**config.mk**
```make
export PLATFORM = sky130hd
export DESIGN_NAME = dyn_partition_sched
export DESIGN_NICKNAME = d
export VERILOG_FILES = /design/src/rtl/dps_pkg.sv /design/src/rtl/dps_incr.sv /design/src/rtl/dyn_partition_sched.sv
export SDC_FILE = /design/constraint.sdc
export NUM_CORES = 1
export LEC_CHECK = 0
export CORE_UTILIZATION = 46
export DETAILED_ROUTE_END_ITERATION = 8
export MAX_ROUTING_LAYER = met4
export PLACE_DENSITY = 0.79
export SYNTH_ARGS = -nofsm -noshare
export SYNTH_HDL_FRONTEND = slang
export SYNTH_SLANG_ARGS = --single-unit
```
**constraint.sdc**
```tcl
create_clock -name clk -period 2.7 [get_ports clk]
set_clock_uncertainty 0.15 [all_clocks]
set_input_delay 0.405 -clock clk [delete_from_list [all_inputs] [get_ports clk]]
set_output_delay 0.405 -clock clk [all_outputs]
set_load 0.005 [all_outputs]
```
**src/rtl/dps_pkg.sv**
```systemverilog
// Shared types and constants for the dynamic-partition scheduler.
package dps_pkg;

  localparam int unsigned DPS_CW_DEFAULT = 3;

  typedef enum logic {
    IDLE = 1'b0,
    STEP = 1'b1
  } state_e;

  typedef enum logic {
    SEL_A = 1'b0,
    SEL_B = 1'b1
  } sel_e;

  // Johnson phase sequence {p1,p0}: 00 -> 10 -> 11 -> 01 -> 00
  localparam logic [1:0] PH_0 = 2'b00;
  localparam logic [1:0] PH_1 = 2'b10;
  localparam logic [1:0] PH_2 = 2'b11;
  localparam logic [1:0] PH_3 = 2'b01;

  function automatic logic [1:0] phase_next(input logic [1:0] ph);
    case (ph)
      PH_0:    return PH_1;
      PH_1:    return PH_2;
      PH_2:    return PH_3;
      default: return PH_0;
    endcase
  endfunction

  function automatic sel_e preferred_of(input logic [1:0] ph);
    return (ph[1] ^ ph[0]) ? SEL_B : SEL_A;
  endfunction

endpackage

```
**src/rtl/dps_incr.sv**
```systemverilog
// Combinational CW-bit modulo incrementer shared by both partition counters.
module dps_incr #(
  parameter int unsigned CW = 3
) (
  input  logic [CW-1:0] i_val,
  output logic [CW-1:0] o_val
);

  assign o_val = i_val + CW'(1'b1);

endmodule

```
**src/rtl/dyn_partition_sched.sv**
```systemverilog
// Two-partition step scheduler with Johnson-phase arbitration and a shared incrementer.
// Define DPS_WORK_CONSERVE_EN to let the non-preferred partition use an idle slot.
module dyn_partition_sched
  import dps_pkg::*;
#(
  parameter int unsigned CW = DPS_CW_DEFAULT
) (
  input  logic          clk,
  input  logic          rst_n,
  input  logic          clear,
  input  logic          req_a,
  input  logic          req_b,
  output logic          gnt_a,
  output logic          gnt_b,
  output logic [CW-1:0] cnt_a,
  output logic [CW-1:0] cnt_b,
  output logic [1:0]    phase,
  output logic          busy,
  output logic          fixpoint
);

  state_e        r_state;
  state_e        w_state_nxt;
  sel_e          r_winner;
  sel_e          w_winner_nxt;
  logic [CW-1:0] r_cnt_a;
  logic [CW-1:0] r_cnt_b;
  logic [1:0]    r_phase;
  logic          r_fixpoint;

  sel_e          w_pref;
  sel_e          w_cand;
  logic          w_pref_req;
  logic          w_eligible;
  logic          w_step_done;
  logic [CW-1:0] w_incr_in;
  logic [CW-1:0] w_incr_out;
  logic [CW-1:0] w_cnt_a_nxt;
  logic [CW-1:0] w_cnt_b_nxt;

  assign w_pref     = preferred_of(r_phase);
  assign w_pref_req = (w_pref == SEL_A) ? req_a : req_b;

`ifdef DPS_WORK_CONSERVE_EN
  sel_e w_other;
  logic w_other_req;
  assign w_other     = (w_pref == SEL_A) ? SEL_B : SEL_A;
  assign w_other_req = (w_pref == SEL_A) ? req_b : req_a;
  assign w_eligible  = w_pref_req | w_other_req;
  assign w_cand      = w_pref_req ? w_pref : w_other;
`else
  assign w_eligible  = w_pref_req;
  assign w_cand      = w_pref;
`endif

  // NOTE: every always_comb output gets a default first so no path leaves it unassigned (no latch).
  always_comb begin
    w_state_nxt  = r_state;
    w_winner_nxt = r_winner;
    case (r_state)
      IDLE: begin
        if (w_eligible && !clear) begin
          w_state_nxt  = STEP;
          w_winner_nxt = w_cand;
        end
      end
      STEP:    w_state_nxt = IDLE;
      default: w_state_nxt = IDLE;
    endcase
    if (clear) w_state_nxt = IDLE;
  end

  // NOTE: sequential state uses non-blocking assignments so all registers update from pre-edge values.
  always_ff @(posedge clk or negedge rst_n) begin
    if (!rst_n) begin
      r_state  <= IDLE;
      r_winner <= SEL_A;
    end else begin
      r_state  <= w_state_nxt;
      r_winner <= w_winner_nxt;
    end
  end

  // A clear arriving during STEP aborts the step: no grant and no update.
  assign w_step_done = (r_state == STEP) && !clear;

  assign w_incr_in = (r_winner == SEL_A) ? r_cnt_a : r_cnt_b;

  dps_incr #(.CW(CW)) u_incr (
    .i_val (w_incr_in),
    .o_val (w_incr_out)
  );

  assign w_cnt_a_nxt = (w_step_done && r_winner == SEL_A) ? w_incr_out : r_cnt_a;
  assign w_cnt_b_nxt = (w_step_done && r_winner == SEL_B) ? w_incr_out : r_cnt_b;

  always_ff @(posedge clk or negedge rst_n) begin
    if (!rst_n) begin
      r_cnt_a    <= '0;
      r_cnt_b    <= '0;
      r_phase    <= PH_0;
      r_fixpoint <= 1'b0;
    end else if (clear) begin
      r_cnt_a    <= '0;
      r_cnt_b    <= '0;
      r_phase    <= PH_0;
      r_fixpoint <= 1'b0;
    end else if (w_step_done) begin
      r_cnt_a    <= w_cnt_a_nxt;
      r_cnt_b    <= w_cnt_b_nxt;
      r_phase    <= phase_next(r_phase);
      r_fixpoint <= r_fixpoint | ((&w_cnt_a_nxt) & (&w_cnt_b_nxt));
    end
  end

  assign gnt_a    = w_step_done && (r_winner == SEL_A);
  assign gnt_b    = w_step_done && (r_winner == SEL_B);
  assign cnt_a    = r_cnt_a;
  assign cnt_b    = r_cnt_b;
  assign phase    = r_phase;
  assign busy     = (r_state == STEP);
  assign fixpoint = r_fixpoint;

endmodule

```
Word level (Yosys, flattened, before mapping)
Cells that the tools add are included.
{ "op_classes": {"n_mux": 17, "add_sub_neg": 1, "bitwise": 5, "n_eq_ne": 2, "n_reduce_logical": 10} }
{ "ops": {"columns": ["op", "n"], "rows": [
  ["2-to-1 mux 3 bit", 7],
  ["2-to-1 mux 1 bit", 6],
  ["case mux 2 bit (3 select lines)", 1],
  ["AND reduction 3 bit", 2],
  ["== test 2 bit (second input constant)", 2],
  ["logical AND 1 bit", 4],
  ["2-to-1 mux 2 bit", 2],
  ["adder 3 x 1 -> 3 bit (second input constant)", 1],
  ["logical NOT 2 bit", 1],
  ["NOT 1 bit", 2],
  ["case mux 1 bit (2 select lines)", 1],
  ["AND reduction 2 bit", 1],
  ["nonzero test 2 bit", 1],
  ["AND 1 bit", 1],
  ["logical NOT 1 bit", 1],
  ["OR 1 bit", 1],
  ["bitwise XOR 1 bit", 1]
]} }
{ "totals": {"output_inout_bits": 12, "regBits": 11, "word_cells": 41} }

Longest topological paths before layout
Gate-level depths: netlist of run 1.
{ "depth": {"word_depth": 9, "ltp_mapped": 6, "mapped_depth_nobuf": 5} }

Cells and area by module
A second synthesis of run 1 with hierarchy kept.
{ "hier_totals": {"cells_unflattened": 62, "hier_area_um2": 649.4} }
{ "by_module_without_submodules": {"columns": ["module", "seq_area_each_um2", "area_each_um2", "instances", "cells_each"], "rows": [
  ["dyn_partition_sched", 275.3, 624.3, 1, 59],
  ["dps_incr", 0.0, 25.0, 1, 3]
]} }

Least setup slack after synthesis of run 1
Ideal clock, no wire load.
{ "synth_path": {"path_type": "flip-flop to flip-flop", "startpoint": "register r_winner", "endpoint": "register r_fixpoint, in the netlist fixpoint", "arrival_ns": 1.777, "setup_slack_ns": 0.670, "required_ns": 2.446, "setup_time_ns": 0.104, "path_stages_with_launch": 7, "period_less_slack_ns": 2.030, "cell_sequence": "dfrtp_1 > buf_2 > mux2_2 > ha_1 > nand2b_1 > mux2_4 > o41ai_2"} }
{ "synth_via": {"elab_chain_len": 8} }
{ "synth_rtl": {"columns": ["item", "line", "source"], "rows": [
  ["start: declaration", "dyn_partition_sched.sv:24", "sel_e r_winner;"],
  ["start signal: assignment", "dyn_partition_sched.sv:80", "r_winner <= w_winner_nxt;"],
  ["2-to-1 mux 3 bit / NOT 1 bit (equally long branches)", "dyn_partition_sched.sv:87, dyn_partition_sched.sv:94", null],
  ["adder 3 x 1 -> 3 bit / logical AND 1 bit (equally long branches)", "dps_incr.sv:9, dyn_partition_sched.sv:94", null],
  ["2-to-1 mux 3 bit (on tied branches)", "dyn_partition_sched.sv:94, dyn_partition_sched.sv:95", null],
  ["AND reduction 3 bit", "dyn_partition_sched.sv:112", "r_fixpoint <= r_fixpoint | ((&w_cnt_a_nxt) & (&w_cnt_b_nxt));"],
  ["AND 1 bit *", "dyn_partition_sched.sv:112", null],
  ["OR 1 bit *", "dyn_partition_sched.sv:112", null],
  ["2-to-1 mux 1 bit *", "dyn_partition_sched.sv:108", "end else if (w_step_done) begin"],
  ["2-to-1 mux 1 bit *", "dyn_partition_sched.sv:103", "end else if (clear) begin"],
  ["end signal: assignment", "dyn_partition_sched.sv:112", null],
  ["end: declaration", "dyn_partition_sched.sv:29", "logic r_fixpoint;"]
]} }
Mark *: on every way between the ends. The rest lies on a longest branch, timed or not. The select of a mux whose other input is x is not followed.
A chain may end at the register's enable or synchronous reset.

Worst setup path after layout of run 1
{ "layout_path": {"startpoint": "input clear", "endpoint": "output gnt_a"} }
{ "layout_via": {"elab_chain_len": 3} }
{ "layout_rtl": {"columns": ["item", "line", "source"], "rows": [
  ["start: declaration", "dyn_partition_sched.sv:10", "input logic clear,"],
  ["logical NOT 1 bit", "dyn_partition_sched.sv:85", "assign w_step_done = (r_state == STEP) && !clear;"],
  ["logical AND 1 bit", "dyn_partition_sched.sv:85", null],
  ["logical AND 1 bit", "dyn_partition_sched.sv:116", "assign gnt_a = w_step_done && (r_winner == SEL_A);"],
  ["end: declaration", "dyn_partition_sched.sv:13", "output logic gnt_a,"]
]} }
Every way passes these cells.

==> flow_metrics.py, run 1 <==
metrics = {
    "sta": {
        "timing.final.setup_violations": 0,
        "slew-limit-headroom_pct": 66.29,
        "worst-slew-pin-transition_ps": 504.1,
        "post_route_clock_period_utilization_pct": 87.41,
        "fmax_mhz": 423.7,
        "grt_setup_unrepaired": "no",
        "final_period_minus_worst_setup_slack_ps": 2360,
        "final_max_slew_viol_count": 0,
        "hold_viol_final": 0,
        "fin_setup_tns_ps": 0,
    },
    "detailed_routing": {
        "drtAntennaViolNets": 0,
        "dr_wl_met2_um": 514,
        "met3WireLength_um": 46,
        "routedLengthMet1_um": 651,
        "1st_pass_router_iterations": 2,
        "drt-wirelength-per-cell_um": 12.52,
        "highest-signal-layer": "met4",
        "wirelength_mm": 1.239,
        "via_per_inst": 5.202,
        "drt-initial-drc-count": 3,
        "drcViolationCount": 0,
        "dr_total_vias": 515,
    },
    "final_layout": {
        "drive_gt1_share_pct": 10.71,
        "net_count_of_the_finished_layout": 95,
        "diodes": 0,
        "syn2layout_area_growth_pct": 29.50,
        "post-route-util_pct": 65.48,
    },
    "flow_run": {
        "cap_viol_max_count": 0,
    },
    "die": {
        "die_width_um": 40.29,
        "start_util_pct": 50.56,
        "floorplan.die_area_um2": 1623,
        "core_area_um2": 1334,
        "floorplan.die.height_um": 40.29,
        "fp-row-count": 13,
        "ioPinCount": 17,
    },
    "grt": {
        "first_global_vias": 460,
        "grt_start_max_net_pins": 15,
        "grt.overflow.total": 0,
        "antenna_found_initial": 0,
        "grt_first_pass_wirelength_mm": 2.104,
        "total_grt_usage_pct": 21.23,
    },
    "clock_tree": {
        "cts_hold_repair.buffers": 0,
        "clock_insertion_delay_worst_skew_ps": 270,
        "tritoncts_num_sinks": 11,
        "tritoncts": "yes",
        "ctsRootBufferMaster": "sky130_fd_sc_hd__clkbuf_4",
        "cts.reportedPaths.clkPinSlew_ps": 80,
        "cells_resized_by_post_cts_repair": 0,
        "clk_path_buf_depth": 2,
        "cts_buffers": 3,
        "h-tree-depth": 1,
        "post-cts-setup-buffer-count": 0,
    },
    "synthesis": {
        "post_synth_net_total": 76,
        "syn-cell-area_um2": 674.4,
        "synth_seq_cells": 11,
        "synthesis.instances": 66,
        "ys_warn_count": 0,
        "count_of_distinct_cell_types_in_the_synthesized_netlist": 29,
        "ys_seq_area_share_pct": 40.82,
        "mapped_avg_cell_area_um2": 10.22,
    },
    "placement": {
        "hpwlAfterDp_um": 902.4,
        "final_weighted_congestion_in_routability_driven_placement": 0.7072,
        "numPortBuffers": 16,
    },
    "critical_path": {
        "crit_path_end_kind": "primary output",
        "setup.worst_path.class": "input port to primary output",
        "critPathLaunchType": "input port",
        "req_time_crit_path_ps": 2140,
        "worst-endpoint-arrival_ps": 1810,
        "worst_r2r_path_depth": 5,
        "cp_max_fo": 7,
    },
    "power_and_ir_drop": {
        "power.ir.vdd_worst_mv": 0.2956,
        "p_per_area_nw_per_um2": 539.2,
        "leakage_nw": 0.3824,
    },
    "worst_hold_path": {
        "hold_path_class": "input port to async pin",
    },
    "run_status": {
        "outcome": "finished, final reports clean",
    },
}
[registers in the layout (all words and copies together) (netlist names)]
| signal | cells |
|---|---|
| phase | 2 |
| cnt_b | 3 |
| cnt_a | 3 |
| busy | 1 |
| fixpoint | 1 |
| r_winner | 1 |
[area by class of cell]
cell class,instances,area [um2]
fill,108,460.4
multi-input combinational,50,377.9
sequential,11,275.3
timing repair buffer,17,167.7
clock buffer,4,26.28
tap,15,18.77
inverter,2,7.507
[final timing paths]
check                                           from                   end  slack [ps]
worst max-delay path                           clear                 gnt_a         340
worst min-delay path                           rst_n  cnt_a[2]$_DFFE_PN0P_         310
worst max register to register  r_winner$_DFFE_PN0P_  fixpoint$_DFFE_PN0P_         540
worst min register to register  fixpoint$_DFFE_PN0P_  fixpoint$_DFFE_PN0P_         360
max in group asynchronous                      rst_n  cnt_a[0]$_DFFE_PN0P_        1740
min in group clk                fixpoint$_DFFE_PN0P_  fixpoint$_DFFE_PN0P_         360
[worst max-delay path: stages]
cell and delay [ps]:
sky130_fd_sc_hd__clkdlybuf4s50_1 530, sky130_fd_sc_hd__nor3b_1 320, sky130_fd_sc_hd__clkdlybuf4s50_1 550
[placed cells by master, fill, tap and decap left out, drive strengths merged, types with 3 or more instances in the layout]
master	netlist	layout
nand2b	3	3
nor2	9	9
nand2	5	5
clkbuf	1	4
ha	5	5
clkdlybuf4s50	0	16
dfrtp	11	11
mux2	5	5
[Yosys cell counts, drive strengths merged]
cell type / number / area share, %
dfrtp: 11 / 41
nor2: 9 / 5.0
ha: 5 / 9.3
mux2: 5 / 8.9
nand2: 5 / 2.8
nand2b: 3 / 2.8
and3b: 2 / 2.6
buf: 2 / 1.5
inv: 2 / 1.1
mux2i: 2 / 3.0
nand3: 2 / 1.5
xnor2: 2 / 2.6
xor2: 2 / 2.6
a211oi: 1 / 1.1
a21boi: 1 / 1.1
a21o: 1 / 1.1
a21oi: 1 / 0.74
a22o: 1 / 1.3
and2b: 1 / 1.1
clkbuf: 1 / 0.56
nor2b: 1 / 0.93
nor3: 1 / 0.74
nor3b: 1 / 1.1
nor4bb: 1 / 1.5
o21ai: 1 / 0.74
o21bai: 1 / 1.1
o41ai: 1 / 2.4
[logic make-up after synthesis]
kind of cell    Yosys count  synth area share, %
simple gates             26                20.04
xor+xnor                  4                5.196
compound gates            8                9.649
fa+ha+maj                 5                9.276
buf+inv                   5                3.154
mux                       7                11.87
flops                    11                40.82
[where the power goes]
group	switching (W)	internal [W]
combinational	0.0000494	0.0000804
clock	0.0000569	0.0000572
sequential	0.0000437	0.000183
[per-stage QoR]
| stage | hold slack (ps) | cell area (um2) | total power [W] | worst slack, ps | std cells |
|---|---|---|---|---|---|
| floorplan | -40.59 | 674.4 | 0.0003075 | 669.6 | 66 |
| global placement | 321.5 | 847.1 | 0.0003575 | 359.0 | 95 |
| detailed placement | 350.8 | 847.1 | 0.0003608 | 336.2 | 95 |
| CTS | 323.0 | 873.3 | 0.0004801 | 325.8 | 99 |
| global route | 368.1 | 873.3 | 0.0005084 | 239.0 | 99 |
| finish | 310.9 | 873.3 | 0.0004709 | 340.0 | 99 |
[routing by layer]
layer  GRT usage [%]  up-vias
met5               -        -
met4           15.00        0
met3           3.333        4
met2           29.03       14
met1           28.14      234
li1                -      263
Power figures use the tool's default switching activity.
==> run 2, diff against run 1 <==
--- a/config.mk
+++ b/config.mk
@@ -5,10 +5,12 @@
 export SDC_FILE = /design/constraint.sdc
 export NUM_CORES = 1
 export LEC_CHECK = 0
+export ABC_AREA = 1
 export CORE_UTILIZATION = 46
 export DETAILED_ROUTE_END_ITERATION = 8
 export MAX_ROUTING_LAYER = met4
 export PLACE_DENSITY = 0.79
+export REMOVE_ABC_BUFFERS = 1
 export SYNTH_ARGS = -nofsm -noshare
 export SYNTH_HDL_FRONTEND = slang
 export SYNTH_SLANG_ARGS = --single-unit
==> run 2 against run 1 <==
Compared with the run above:
- worst hold slack worse by 7.9 ps
- flip-flop and latch count did not move
- clock power is essentially flat
- largest power group unchanged
==> flow_metrics.py, run 2 <==
metrics = {
    "run_status": {
        "outcome": "finished, final reports clean",
    },
    "critical_path": {
        "critPathMaxStageDelay_ps": 560,
        "crit_path_end_kind": "primary output",
        "req_time_crit_path_ps": 2140,
        "critical_path.slowest_cell": "sky130_fd_sc_hd__clkdlybuf4s50_1",
        "worst-endpoint-arrival_ps": 1820,
        "cp_max_fo": 8,
        "setup.worst_path.class": "input port to primary output",
        "cp_cell_instances": "clkdlybuf4s50_1, inv_4, nand3_4, inv_2, clkdlybuf4s50_1",
        "critPathLaunchType": "input port",
        "worst_path_most_repeated_cell": "sky130_fd_sc_hd__clkdlybuf4s50_1",
    },
    "detailed_routing": {
        "drcViolationCount": 0,
        "drt-initial-drc-count": 17,
        "wirelength_mm": 1.368,
        "met3WireLength_um": 102,
        "via_per_inst": 5.263,
        "dr_wl_met2_um": 614,
        "highest-signal-layer": "met4",
        "1st_pass_router_iterations": 4,
        "dr_total_vias": 600,
        "drtAntennaViolNets": 0,
        "routedLengthMet1_um": 620,
        "drt-wirelength-per-cell_um": 12.00,
    },
    "placement": {
        "final_weighted_congestion_in_routability_driven_placement": 0.9055,
        "numPortBuffers": 16,
        "hpwlAfterDp_mm": 1.075,
    },
    "final_layout": {
        "net_count_of_the_finished_layout": 110,
        "diodes": 0,
        "syn2layout_area_growth_pct": 27.50,
        "drive_gt1_share_pct": 8.081,
        "layout.cells.most_common": "sky130_fd_sc_hd__nand2_1",
        "final_cell_mix": "sky130_fd_sc_hd__nand2_1, sky130_fd_sc_hd__clkdlybuf4s50_1, sky130_fd_sc_hd__dfrtp_1",
        "post-route-util_pct": 64.29,
    },
    "die": {
        "ioPinCount": 17,
        "die_width_um": 40.01,
        "start_util_pct": 50.43,
        "fp-row-count": 13,
        "floorplan.die.height_um": 40.01,
        "core_area_um2": 1318,
        "floorplan.die_area_um2": 1600,
    },
    "clock_tree": {
        "cells_resized_by_post_cts_repair": 0,
        "tritoncts": "yes",
        "tritoncts_num_sinks": 11,
        "post-cts-setup-buffer-count": 0,
        "ctsRootBufferMaster": "sky130_fd_sc_hd__clkbuf_4",
        "cts_buffers": 3,
        "cts_hold_repair.buffers": 0,
        "clock_insertion_delay_worst_skew_ps": 280,
        "h-tree-depth": 1,
        "clk_path_buf_depth": 2,
        "cts.reportedPaths.clkPinSlew_ps": 70,
    },
    "synthesis": {
        "yosys_most_used_dff": "sky130_fd_sc_hd__dfrtp_1",
        "number_of_enable_type_register_cells_in_the_synthesized_netlist": 0,
        "synthArstFlopShare_pct": 100.0,
        "synthesis.instances": 81,
        "synth_area_leader_cell": "sky130_fd_sc_hd__dfrtp_1",
        "syn-cell-area_um2": 664.4,
        "count_of_distinct_cell_types_in_the_synthesized_netlist": 17,
        "post_synth_top_area_share_pct": 41.43,
        "yosys-top-cells-area": "sky130_fd_sc_hd__dfrtp_1, sky130_fd_sc_hd__nand2_1, sky130_fd_sc_hd__ha_1",
        "synth_seq_cells": 11,
        "mapped_avg_cell_area_um2": 8.202,
        "yosys.cell_count.top_type": "sky130_fd_sc_hd__nand2_1",
        "ys_seq_area_share_pct": 41.43,
        "synth_top_cells_by_count": "sky130_fd_sc_hd__nand2_1, sky130_fd_sc_hd__dfrtp_1, sky130_fd_sc_hd__inv_1, sky130_fd_sc_hd__nor2_1",
        "ys_warn_count": 0,
    },
    "grt": {
        "grt.overflow.total": 0,
        "grt_first_pass_wirelength_mm": 2.132,
        "antenna_found_initial": 0,
        "total_grt_usage_pct": 22.20,
        "first_global_vias": 490,
        "grt_start_max_net_pins": 12,
    },
    "power_and_ir_drop": {
        "combinationalPowerShare_pct": 23.3,
        "power.switching_fraction_pct": 33.15,
        "p_switching_w": 0.0001378,
        "power.ir.vdd_worst_mv": 0.2964,
        "share_of_total_power_in_the_clock_network_pct": 27.1,
        "p_seq_share_pct": 49.6,
        "p_per_area_nw_per_um2": 490.7,
        "leakage_nw": 0.4150,
        "internal_power_w": 0.0002779,
    },
    "sta": {
        "timing.final.setup_violations": 0,
        "fin_setup_tns_ps": 0,
        "final_period_minus_worst_setup_slack_ps": 2377,
        "final_max_slew_viol_count": 0,
        "grt_setup_unrepaired": "no",
        "hold_viol_final": 0,
        "worst-slew-pin-transition_ps": 493.1,
        "fmax_mhz": 420.6,
        "post_route_clock_period_utilization_pct": 88.05,
        "slew-limit-headroom_pct": 67.02,
    },
    "worst_hold_path": {
        "hold_path_class": "input port to async pin",
    },
    "flow_run": {
        "cap_viol_max_count": 0,
    },
}
## run 2: stage by stage
stage               worst slack [ps]   power, W  hold slack, ps  std cells  instance area (um2)
floorplan                       1105  0.0002584          -40.59         79                641.9
global placement               357.2  0.0003026           341.4        110                820.8
detailed placement             327.2  0.0003057           353.3        110                820.8
CTS                            329.0  0.0004193           316.6        114                847.1
global route                   249.6  0.0004408           351.6        114                847.1
finish                         322.6  0.0004157           303.0        114                847.1
## run 2: cell families after synthesis
| logic type | Yosys count | synth area share, % |
|---|---|---|
| AO/OA/AOI/OAI | 11 | 9.227 |
| adder cells (fa/ha/maj) | 5 | 9.416 |
| buffers and inverters | 12 | 9.418 |
| flip-flops | 11 | 41.43 |
| AND/OR/NAND/NOR | 42 | 30.51 |
## run 2: path summary, 6_finish.rpt
path	slack (ps)	endpoint	depth (start not counted)	start
min in group clk	370	fixpoint$_DFFE_PN0P_	2	fixpoint$_DFFE_PN0P_
min reg2reg	370	fixpoint$_DFFE_PN0P_	2	fixpoint$_DFFE_PN0P_
max	320	gnt_a	5	clear
max in group asynchronous	1750	cnt_a[1]$_DFFE_PN0P_	1	rst_n
min	300	cnt_a[2]$_DFFE_PN0P_	1	rst_n
max reg2reg	900	fixpoint$_DFFE_PN0P_	10	r_winner$_DFFE_PN0P_
## run 2: critical path: cells and delay by family
kind	cells	cell delay, ps
AND/OR/NAND/NOR	1	100
buffers and inverters	4	1320
## run 2: area by class of cell
type                    count  area (um2)
well taps                  15       18.77
fillers                   118       470.5
clock buffers               4       26.28
flip-flops and latches     11       275.3
repair buffers             16       160.2
inverters                  10       40.04
multi-input cells          58       326.6
## run 2: routing by layer
metal  global-route usage (%)  up-vias
met2                    29.44       19
met1                    28.42      272
met5                        -        -
met3                    10.00        5
li1                         -      304
met4                    10.34        0
## run 2: power groups by stage
stage	Clock (W)	Sequential (W)	Combinational, W
2_1_floorplan	0	0.000205	0.0000539
3_3_place_gp	0	0.000208	0.0000942
3_5_place_dp	0	0.000209	0.0000962
6_report	0.000113	0.000206	0.0000968
5_1_grt	0.000124	0.000209	0.000108
4_1_cts	0.000116	0.000206	0.0000971
==> run 3, diff against run 2 <==
--- a/config.mk
+++ b/config.mk
@@ -7,6 +7,7 @@
 export LEC_CHECK = 0
 export ABC_AREA = 1
 export CORE_UTILIZATION = 46
+export CTS_CLUSTER_SIZE = 8
 export DETAILED_ROUTE_END_ITERATION = 8
 export MAX_ROUTING_LAYER = met4
 export PLACE_DENSITY = 0.79
==> results of run 3 <==
No change in the layout: final DEF, timing and power equal those of run 2.
